### config.mk
export PLATFORM = sky130hd
export DESIGN_NAME = dds_wavetable_player
export DESIGN_NICKNAME = d
export VERILOG_FILES = /design/src/rtl/dds_pkg.sv /design/src/rtl/dds_wavetable_player_ram.sv /design/src/rtl/dds_wavetable_player.sv
export SDC_FILE = /design/constraint.sdc
export NUM_CORES = 2
export LEC_CHECK = 0
export ABC_AREA = 1
export CAP_MARGIN = 20
export CELL_PAD_IN_SITES_DETAIL_PLACEMENT = 1
export CELL_PAD_IN_SITES_GLOBAL_PLACEMENT = 2
export CORE_ASPECT_RATIO = 0.75
export CORE_MARGIN = 4
export CORE_UTILIZATION = 47
export CTS_CLUSTER_DIAMETER = 30
export DETAILED_ROUTE_END_ITERATION = 12
export PLACE_DENSITY_LB_ADDON = 0.1
export SYNTH_ARGS = -nofsm -noshare
export SYNTH_HDL_FRONTEND = slang
export SYNTH_SLANG_ARGS = --single-unit
export TNS_END_PERCENT = 20
### constraint.sdc
create_clock -name clk -period 5.55 [get_ports clk]
set_input_delay 0.8325 -clock clk [delete_from_list [all_inputs] [get_ports clk]]
set_output_delay 0.8325 -clock clk [all_outputs]
set_load 0.02 [all_outputs]
### src/rtl/dds_pkg.sv
// dds_pkg: shared constants for dds_wavetable_player.
//   OP_*        command opcodes recognised by the byte-command FSM
//   dds_state_e command FSM states
package dds_pkg;

  localparam logic [7:0] OP_LOAD = 8'hA0;
  localparam logic [7:0] OP_TUNE = 8'hB0;
  localparam logic [7:0] OP_RUN  = 8'hC0;
  localparam logic [7:0] OP_STOP = 8'hC1;
  localparam logic [7:0] OP_AMP  = 8'hD0;

  typedef enum logic [1:0] {
    ST_IDLE,
    ST_LOAD,
    ST_TUNE,
    ST_AMP
  } dds_state_e;

endpackage

### src/rtl/dds_wavetable_player_ram.sv
// dds_wavetable_player_ram: simple dual-port RAM, one write port, one
// synchronous read port. A read and a write to the same address in the same
// cycle return the old contents.
//   clk      in  clock
//   we       in  write enable
//   wr_addr  in  write address
//   wr_data  in  write data
//   rd_addr  in  read address, sampled every clk
//   rd_data  out registered read data (1 clk latency)
module dds_wavetable_player_ram #(
  parameter int DATA_W = 6,
  parameter int ADDR_W = 8
) (
  input  logic              clk,
  input  logic              we,
  input  logic [ADDR_W-1:0] wr_addr,
  input  logic [DATA_W-1:0] wr_data,
  input  logic [ADDR_W-1:0] rd_addr,
  output logic [DATA_W-1:0] rd_data
);

  logic [DATA_W-1:0] mem [2**ADDR_W];

  always_ff @(posedge clk) begin
    if (we) mem[wr_addr] <= wr_data;
    rd_data <= mem[rd_addr];
  end

endmodule

### src/rtl/dds_wavetable_player.sv
// dds_wavetable_player: DDS waveform generator driven by a byte-command stream.
// A command FSM loads the wavetable, sets the phase tuning word and starts or
// stops playback; a phase accumulator indexes the table every clock.
//   clk        in  clock, all logic on posedge
//   rst        in  asynchronous active-high reset
//   rx_dv      in  one-cycle strobe, rx_byte valid
//   rx_byte    in  command / payload byte
//   dds_out    out registered DAC sample
//   running    out playback active
//   busy       out command FSM is collecting payload bytes
//   load_count out next table write address
// Build option: define DDS_AMPLITUDE_EN to add the amplitude opcode (0xD0 +
// one byte) and output scaling dds_out = (sample * (amp+1)) >> 8.
module dds_wavetable_player
  import dds_pkg::*;
#(
  parameter int DATA_W  = 6,
  parameter int ADDR_W  = 8,
  parameter int PHASE_W = 32
) (
  input  logic              clk,
  input  logic              rst,
  input  logic              rx_dv,
  input  logic [7:0]        rx_byte,
  output logic [DATA_W-1:0] dds_out,
  output logic              running,
  output logic              busy,
  output logic [ADDR_W-1:0] load_count
);

  localparam int TB_N = PHASE_W / 8;
  localparam int BC_W = (TB_N > 1) ? $clog2(TB_N) : 1;

  dds_state_e         state, state_nx;
  logic [BC_W-1:0]    tbyte;
  logic [PHASE_W-1:0] shadow, tune, phase;
  logic               tune_commit;
  logic               rd_vld;
  logic [DATA_W-1:0]  rd_data, sample;
  logic               idle_cmd, op_run, op_stop, tune_last, ram_we;

  assign idle_cmd  = (state == ST_IDLE) && rx_dv;
  assign op_run    = idle_cmd && (rx_byte == OP_RUN);
  assign op_stop   = idle_cmd && (rx_byte == OP_STOP);
  assign tune_last = (tbyte == BC_W'(TB_N - 1));
  assign ram_we    = (state == ST_LOAD) && rx_dv;
  assign busy      = (state != ST_IDLE);

  // ---------------- command FSM ----------------
  always_ff @(posedge clk or posedge rst) begin
    if (rst) state <= ST_IDLE;
    else     state <= state_nx;
  end

  always_comb begin
    state_nx = state;
    case (state)
      ST_IDLE: begin
        if (rx_dv) begin
          if (rx_byte == OP_LOAD)      state_nx = ST_LOAD;
          else if (rx_byte == OP_TUNE) state_nx = ST_TUNE;
`ifdef DDS_AMPLITUDE_EN
          else if (rx_byte == OP_AMP)  state_nx = ST_AMP;
`endif
        end
      end
      // load_count wraps to 0 on the last byte, so LOAD ends there
      ST_LOAD: if (rx_dv && load_count == '1) state_nx = ST_IDLE;
      ST_TUNE: if (rx_dv && tune_last)        state_nx = ST_IDLE;
      ST_AMP:  if (rx_dv)                     state_nx = ST_IDLE;
      default: state_nx = ST_IDLE;
    endcase
  end

  // ---------------- payload capture ----------------
  always_ff @(posedge clk or posedge rst) begin
    if (rst) begin
      load_count  <= '0;
      tbyte       <= '0;
      shadow      <= '0;
      tune_commit <= 1'b0;
      tune        <= '0;
    end else begin
      if (ram_we) load_count <= load_count + 1'b1;
      // little-endian: first payload byte lands in bits [7:0]
      if (state == ST_TUNE && rx_dv) begin
        shadow[8*int'(tbyte) +: 8] <= rx_byte;
        tbyte <= tune_last ? '0 : tbyte + 1'b1;
      end
      // whole word moves into tune in one step, a cycle after the last byte
      tune_commit <= (state == ST_TUNE) && rx_dv && tune_last;
      if (tune_commit) tune <= shadow;
    end
  end

  // ---------------- accumulator / output ----------------
  dds_wavetable_player_ram #(.DATA_W(DATA_W), .ADDR_W(ADDR_W)) u_ram (
    .clk     (clk),
    .we      (ram_we),
    .wr_addr (load_count),
    .wr_data (rx_byte[7 -: DATA_W]),
    .rd_addr (phase[PHASE_W-1 -: ADDR_W]),
    .rd_data (rd_data)
  );

`ifdef DDS_AMPLITUDE_EN
  logic [7:0]        amp;
  logic [8:0]        amp_p1;
  logic [DATA_W+8:0] prod;

  assign amp_p1 = {1'b0, amp} + 9'd1;
  assign prod   = {9'd0, rd_data} * {{DATA_W{1'b0}}, amp_p1};
  assign sample = DATA_W'(prod >> 8);

  always_ff @(posedge clk or posedge rst) begin
    if (rst)                        amp <= 8'hFF;
    else if (state == ST_AMP && rx_dv) amp <= rx_byte;
  end
`else
  assign sample = rd_data;
`endif

  always_ff @(posedge clk or posedge rst) begin
    if (rst) begin
      running <= 1'b0;
      phase   <= '0;
      rd_vld  <= 1'b0;
      dds_out <= '0;
    end else begin
      if (op_run)  running <= 1'b1;
      if (op_stop) running <= 1'b0;

      if (op_stop)      phase <= '0;
      else if (running) phase <= phase + tune;

      // rd_vld marks rd_data as read while running; clearing it on STOP keeps
      // the stale in-flight sample off the pins.
      rd_vld  <= running && !op_stop;
      dds_out <= (rd_vld && !op_stop) ? sample : '0;
    end
  end

endmodule

# Word level (Yosys, flattened, before mapping)
# Memory sizes are Yosys's and may differ from the RTL's. A register that Yosys moved wholly into a read port is not among the register bits.
# Cells that the tools add are included.
[op_classes] addsub=4 eq_ne=14 shift=2 mux=16 n_reduce_logical=16
[ops] cell="32-bit 2-to-1 mux" count=2
[ops] cell="8-bit equality test, second input constant" count=5
[ops] cell="5-bit negation with 33-bit output" count=1
[ops] cell="8-bit by 33-bit variable shift with 32-bit output, first input constant" count=1
[ops] cell="8-bit by 33-bit indexed part select with 32-bit output" count=1
[ops] cell="32-bit adder" count=1
[ops] cell="32-bit bitwise mux" count=1
[ops] cell="2-bit 2-to-1 mux" count=7
[ops] cell="1-bit logical AND" count=10
[ops] cell="8-bit by 1-bit adder with 8-bit output, second input constant" count=1
[ops] cell="2-bit one-hot mux with 4 select lines" count=1
[ops] cell="2-bit equality test, second input constant" count=3
[ops] cell="6-bit 2-to-1 mux" count=1
[ops] cell="2-bit != test, second input constant" count=3
[ops] cell="2-bit nonzero test" count=3
[ops] cell="5-bit AND reduction" count=1
[ops] cell="1-bit 2-to-1 mux" count=4
[ops] cell="3-bit by 1-bit != test with 1-bit output, second input constant" count=1
[ops] cell="2-bit by 1-bit adder with 2-bit output, second input constant" count=1
[ops] cell="2-bit by 1-bit equality test with 1-bit output, second input constant" count=1
[ops] cell="2-bit zero test" count=1
[ops] cell="2-bit by 1-bit != test with 1-bit output, second input constant" count=1
[ops] cell="1-bit zero test" count=1
[word_totals] regBits=117 mem_bits_rw=1536 input_bits=11 output_inout_bits=16 wordCells=63 memories=1
[memory_table] memory="u_ram.mem" depth=256 width=6 read_ports=1 rd_ports_with_merged_regs=1 write_ports=1 line="dds_wavetable_player_ram.sv:22" source="logic [DATA_W-1:0] mem [2**ADDR_W];"

# Logic depth before layout (Yosys ltp)
[depth] word_depth=6 ltp_mapped=15 depth_no_buf=15

# By module
# A second synthesis with hierarchy kept.
[unflattened] hier_cells=6379 hier_area_um2=70247.4
[modules_own_cells] module="dds_wavetable_player_ram" n_inst=1 cells_each=5386 area_per_inst_um2=63151.8 seq_area_each_um2=46244.4
[modules_own_cells] module="dds_wavetable_player" n_inst=1 cells_each=993 area_per_inst_um2=7095.6 seq_area_each_um2=2927.8

# Least setup slack after synthesis
# OpenSTA, ideal clock, no wires.
[synth_timing] path_type="input port to flip-flop" start="in rx_dv" end="mem u_ram.mem[127][0] (enable)" setup_time_ps=377 arrival_ps=2124 required_ps=5173 slack_ps=3049 path_stages=8 n_path_buf=0 path_cell_list="inv_1 nor2_4 inv_1 nor2_2 inv_1 nor2_1 nand2_1 nor3_1"
[synth_between] elab_chain_len=3
[synth_rtl] item="start: declaration" line="dds_wavetable_player.sv:23" source="input logic rx_dv,"
[synth_rtl] item="1-bit logical AND" line="dds_wavetable_player.sv:46" source="assign ram_we = (state == ST_LOAD) && rx_dv;"
[synth_rtl] item="1-bit 2-to-1 mux" line="dds_wavetable_player_ram.sv:25" source="if (we) mem[wr_addr] <= wr_data;"
[synth_rtl] item="1-bit 2-to-1 mux (implied by the code)" line="dds_wavetable_player_ram.sv:25"
[synth_rtl] item="end: declaration" line="dds_wavetable_player_ram.sv:22"
# Every way passes these cells.

==> impl_metrics.json <==
{
  "htreeDepth": 5,
  "fin_area_um2": 82000,
  "critPathArrivalTime_ps": 4690,
  "synth.distinct_cells": 43,
  "cts_tree": "built",
  "ys_seq_area_share_pct": 70.7,
  "synth_ff_type": "edfxtp_1",
  "rsz0062_at_grt": "false",
  "vias_per_cell": 5.76,
  "power.density_nw_per_um2": 586,
  "critPathLaunch": "phase[24]$_DFFE_PP0P_",
  "grt_max_degree": 255,
  "cts_hold_buf": 0,
  "hold_depth": 1,
  "slew_headroom_pct": 26.2,
  "synth_area_leader_cell": "edfxtp_1",
  "synth_area_per_cell_um2": 11.2,
  "wl_per_cell_um": 25.7,
  "post-cts-setup-buffer-count": 0,
  "hold_viol": 0,
  "place.gp.congestion": 0.817,
  "synthAdderAreaFrac_pct": 0.766,
  "grt_pass1_vias": 50130,
  "grt_use_total_pct": 28.0,
  "regToRegStartpoint": "phase[24]$_DFFE_PP0P_",
  "syn_inst": 6205,
  "synthMuxAreaShare_pct": 0.0162,
  "postRouteAntennaNets": 0,
  "synth_xor_area_share_pct": 0.138,
  "grt_pass1_wl_um": 323000,
  "drv_cap": 0,
  "port_buffers": 26,
  "synthSimpleGateAreaFrac_pct": 23.1,
  "initial_core_util_pct": 47.6,
  "max_freq_ghz": 0.256,
  "grt-ovfl-total": 0,
  "fin_worst_skew_ps": 37.6,
  "ys_seq_elements": 1659,
  "drive_gt1_share_pct": 9.34,
  "synth_area_um2": 69600,
  "cp-start-kind": "flip-flop",
  "die_area_um2": 154000,
  "die_h_um": 341,
  "cts_resized": 0,
  "yosysWarnings": 0,
  "hp-class": "in2reg",
  "setup_viol": 0,
  "synth_area_leaders": "edfxtp_1, nand3_1, nand2_1, dfrtp_1, nor2_1",
  "setup_tns_ps": 0,
  "worstMarginPinSlew_ps": 1110,
  "dpl-instance-area_um2": 71100,
  "dr.pass1.iters": 5,
  "crit_path_end_kind": "flip-flop",
  "irDropWorstVdd_uv": 641,
  "synth_top_family_by_area": "simple AND/OR/NAND/NOR gates",
  "drt_wl_total_um": 217000,
  "finalNetCount": 6296,
  "synth_top_area_share_pct": 66.3,
  "top_level_ports": 27,
  "synth-compound-area-share_pct": 1.51,
  "cts_buffers": 322,
  "finalCriticalPeriod_ps": 3900,
  "drt_iter0_drc": 4320,
  "core_um2": 146000,
  "insertion_delay_ps": 900,
  "min_period_over_period_pct": 70.3,
  "worstPathRequired_ps": 6340,
  "outcome": "completed",
  "areaGrowthSynthToFinish_pct": 17.8,
  "dp_hpwl_um": 122000,
  "async_flop_share_pct": 7.05,
  "antenna_found_initial": 3,
  "slew_violations": 0,
  "whs_ps": 355,
  "num_vias": 48670,
  "route.detailed.drc": 0,
  "cts.sinks": 1659,
  "cts.clk_slew.worst_paths_ps": 50,
  "synth_edf_count": 1536,
  "power.leakage_nw": 29.9,
  "dieWidth_um": 452,
  "holdCritStartpoint": "rx_byte[5]",
  "syn_nets": 6258,
  "cts_root_buf": "clkbuf_16",
  "cts.path.max_buffers": 4,
  "path_max_fanout": 254,
  "crit_type": "reg2reg",
  "rows": 121,
  "rr_worst_depth": 13
}
==> state kept, by name, indices dropped and copies added (netlist names) <==
| name | flops |
|---|---|
| state | 2 |
| running | 1 |
| tune | 32 |
| phase | 32 |
| rd_vld | 1 |
| tune_commit | 1 |
| tbyte | 2 |
| dds_out | 6 |
| u_ram.rd_data | 6 |
| load_count | 8 |
| shadow | 32 |
| u_ram.mem | 1536 |
==> per-layer routing <==
metal,vias to the layer above,wire (um),global-route usage [%],part of all wire (%)
li1,21943,-,-,-
met1,24841,99000,41.0,46
met2,1527,98900,43.1,46
met3,359,13100,4.46,6.0
met4,0,6000,8.96,2.8
met5,-,0,0,0
==> Yosys cell counts, types with 15 or more instances <==
library cell and number:
edfxtp_1 1536, buf_2 189, nor2_1 370, buf_4 39, dfrtp_1 117, clkbuf_1 103
nor3_1 15, o21ai_0 85, ha_1 41, buf_6 30, nand2_1 1833, a21oi_1 91
nand3_1 1533, inv_1 137, buf_1 25
==> critical path: stages (launching register included) <==
cell and delay (ps):
dfrtp_4 860, clkinv_16 590, buf_4 590, buf_4 280
nand2_1 90, nand3_1 130, nand3_1 150, nand3_1 70
nand3_1 230, nand2_1 80, nand2_1 70, nand3_1 110
nand3_1 110, nand2_1 60
==> power breakdown <==
part           switching [mW]  total [mW]  internal (mW)
Combinational            10.1        13.8           3.63
Clock                    6.46        19.5           13.0
Sequential              0.698        14.8           14.1
==> kinds of logic (layout without fill, tap and decap cells) <==
group           after synthesis  in the layout
mux                           1              1
fa+ha+maj                    42             42
other cells                   0              1
compound gates              199            199
flops                      1659           1659
buf+inv                     529            810
simple gates               3764           3764
xor+xnor                     11             11
==> stage by stage <==
step	setup WS (ps)	std cells	util (%)	power (mW)
2_1_floorplan	1620	6205	-	23.8
3_3_place_gp	1440	7886	48.7	28.3
3_5_place_dp	1380	7886	48.7	28.5
4_1_cts	1870	8453	56.1	48.2
5_1_grt	1480	8454	56.1	50.4
6_report	1650	8455	56.1	48.1
==> final cells by class <==
class	instances	area, um^2
multi-input combinational	4017	17800
inverter	141	576
tap	1968	2460
antenna	1	2.50
clock buffer	368	8460
timing repair buffer	102	1110
clock inverter	199	2360
sequential	1659	49200
fill	14868	64100
==> layout by cell type, fill, tap and decap left out, types with 4 or more instances in the layout <==
cell,n
clkinvlp_4,29
buf_12,20
nor2_1,369
buf_8,6
dfrtp_1,111
o21ai_0,85
dfrtp_4,4
a21o_1,4
ha_1,41
nand2_1,1832
clkinv_4,21
a21oi_1,91
clkdlybuf4s50_1,20
inv_6,21
clkbuf_8,4
buf_4,55
clkbuf_16,331
inv_1,134
dfxtp_1,6
clkbuf_1,33
clkinv_1,34
inv_8,8
edfxtp_1,1536
clkinv_2,43
xor2_1,9
nor2_2,4
nand3_1,1533
nor3_1,15
bufinv_16,45
==> final timing paths <==
path	to	slack, ps
max	u_ram.rd_data[3]$_DFF_P_	1650
min	u_ram.mem[249][3]$_DFFE_PP_	350
max reg2reg	u_ram.rd_data[3]$_DFF_P_	1650
min reg2reg	dds_out[4]$_DFF_PP0_	410
max in group asynchronous	tune[23]$_DFFE_PP0P_	3930
min in group asynchronous	load_count[1]$_DFFE_PP0P_	480
(Power assumes the default switching activity.)
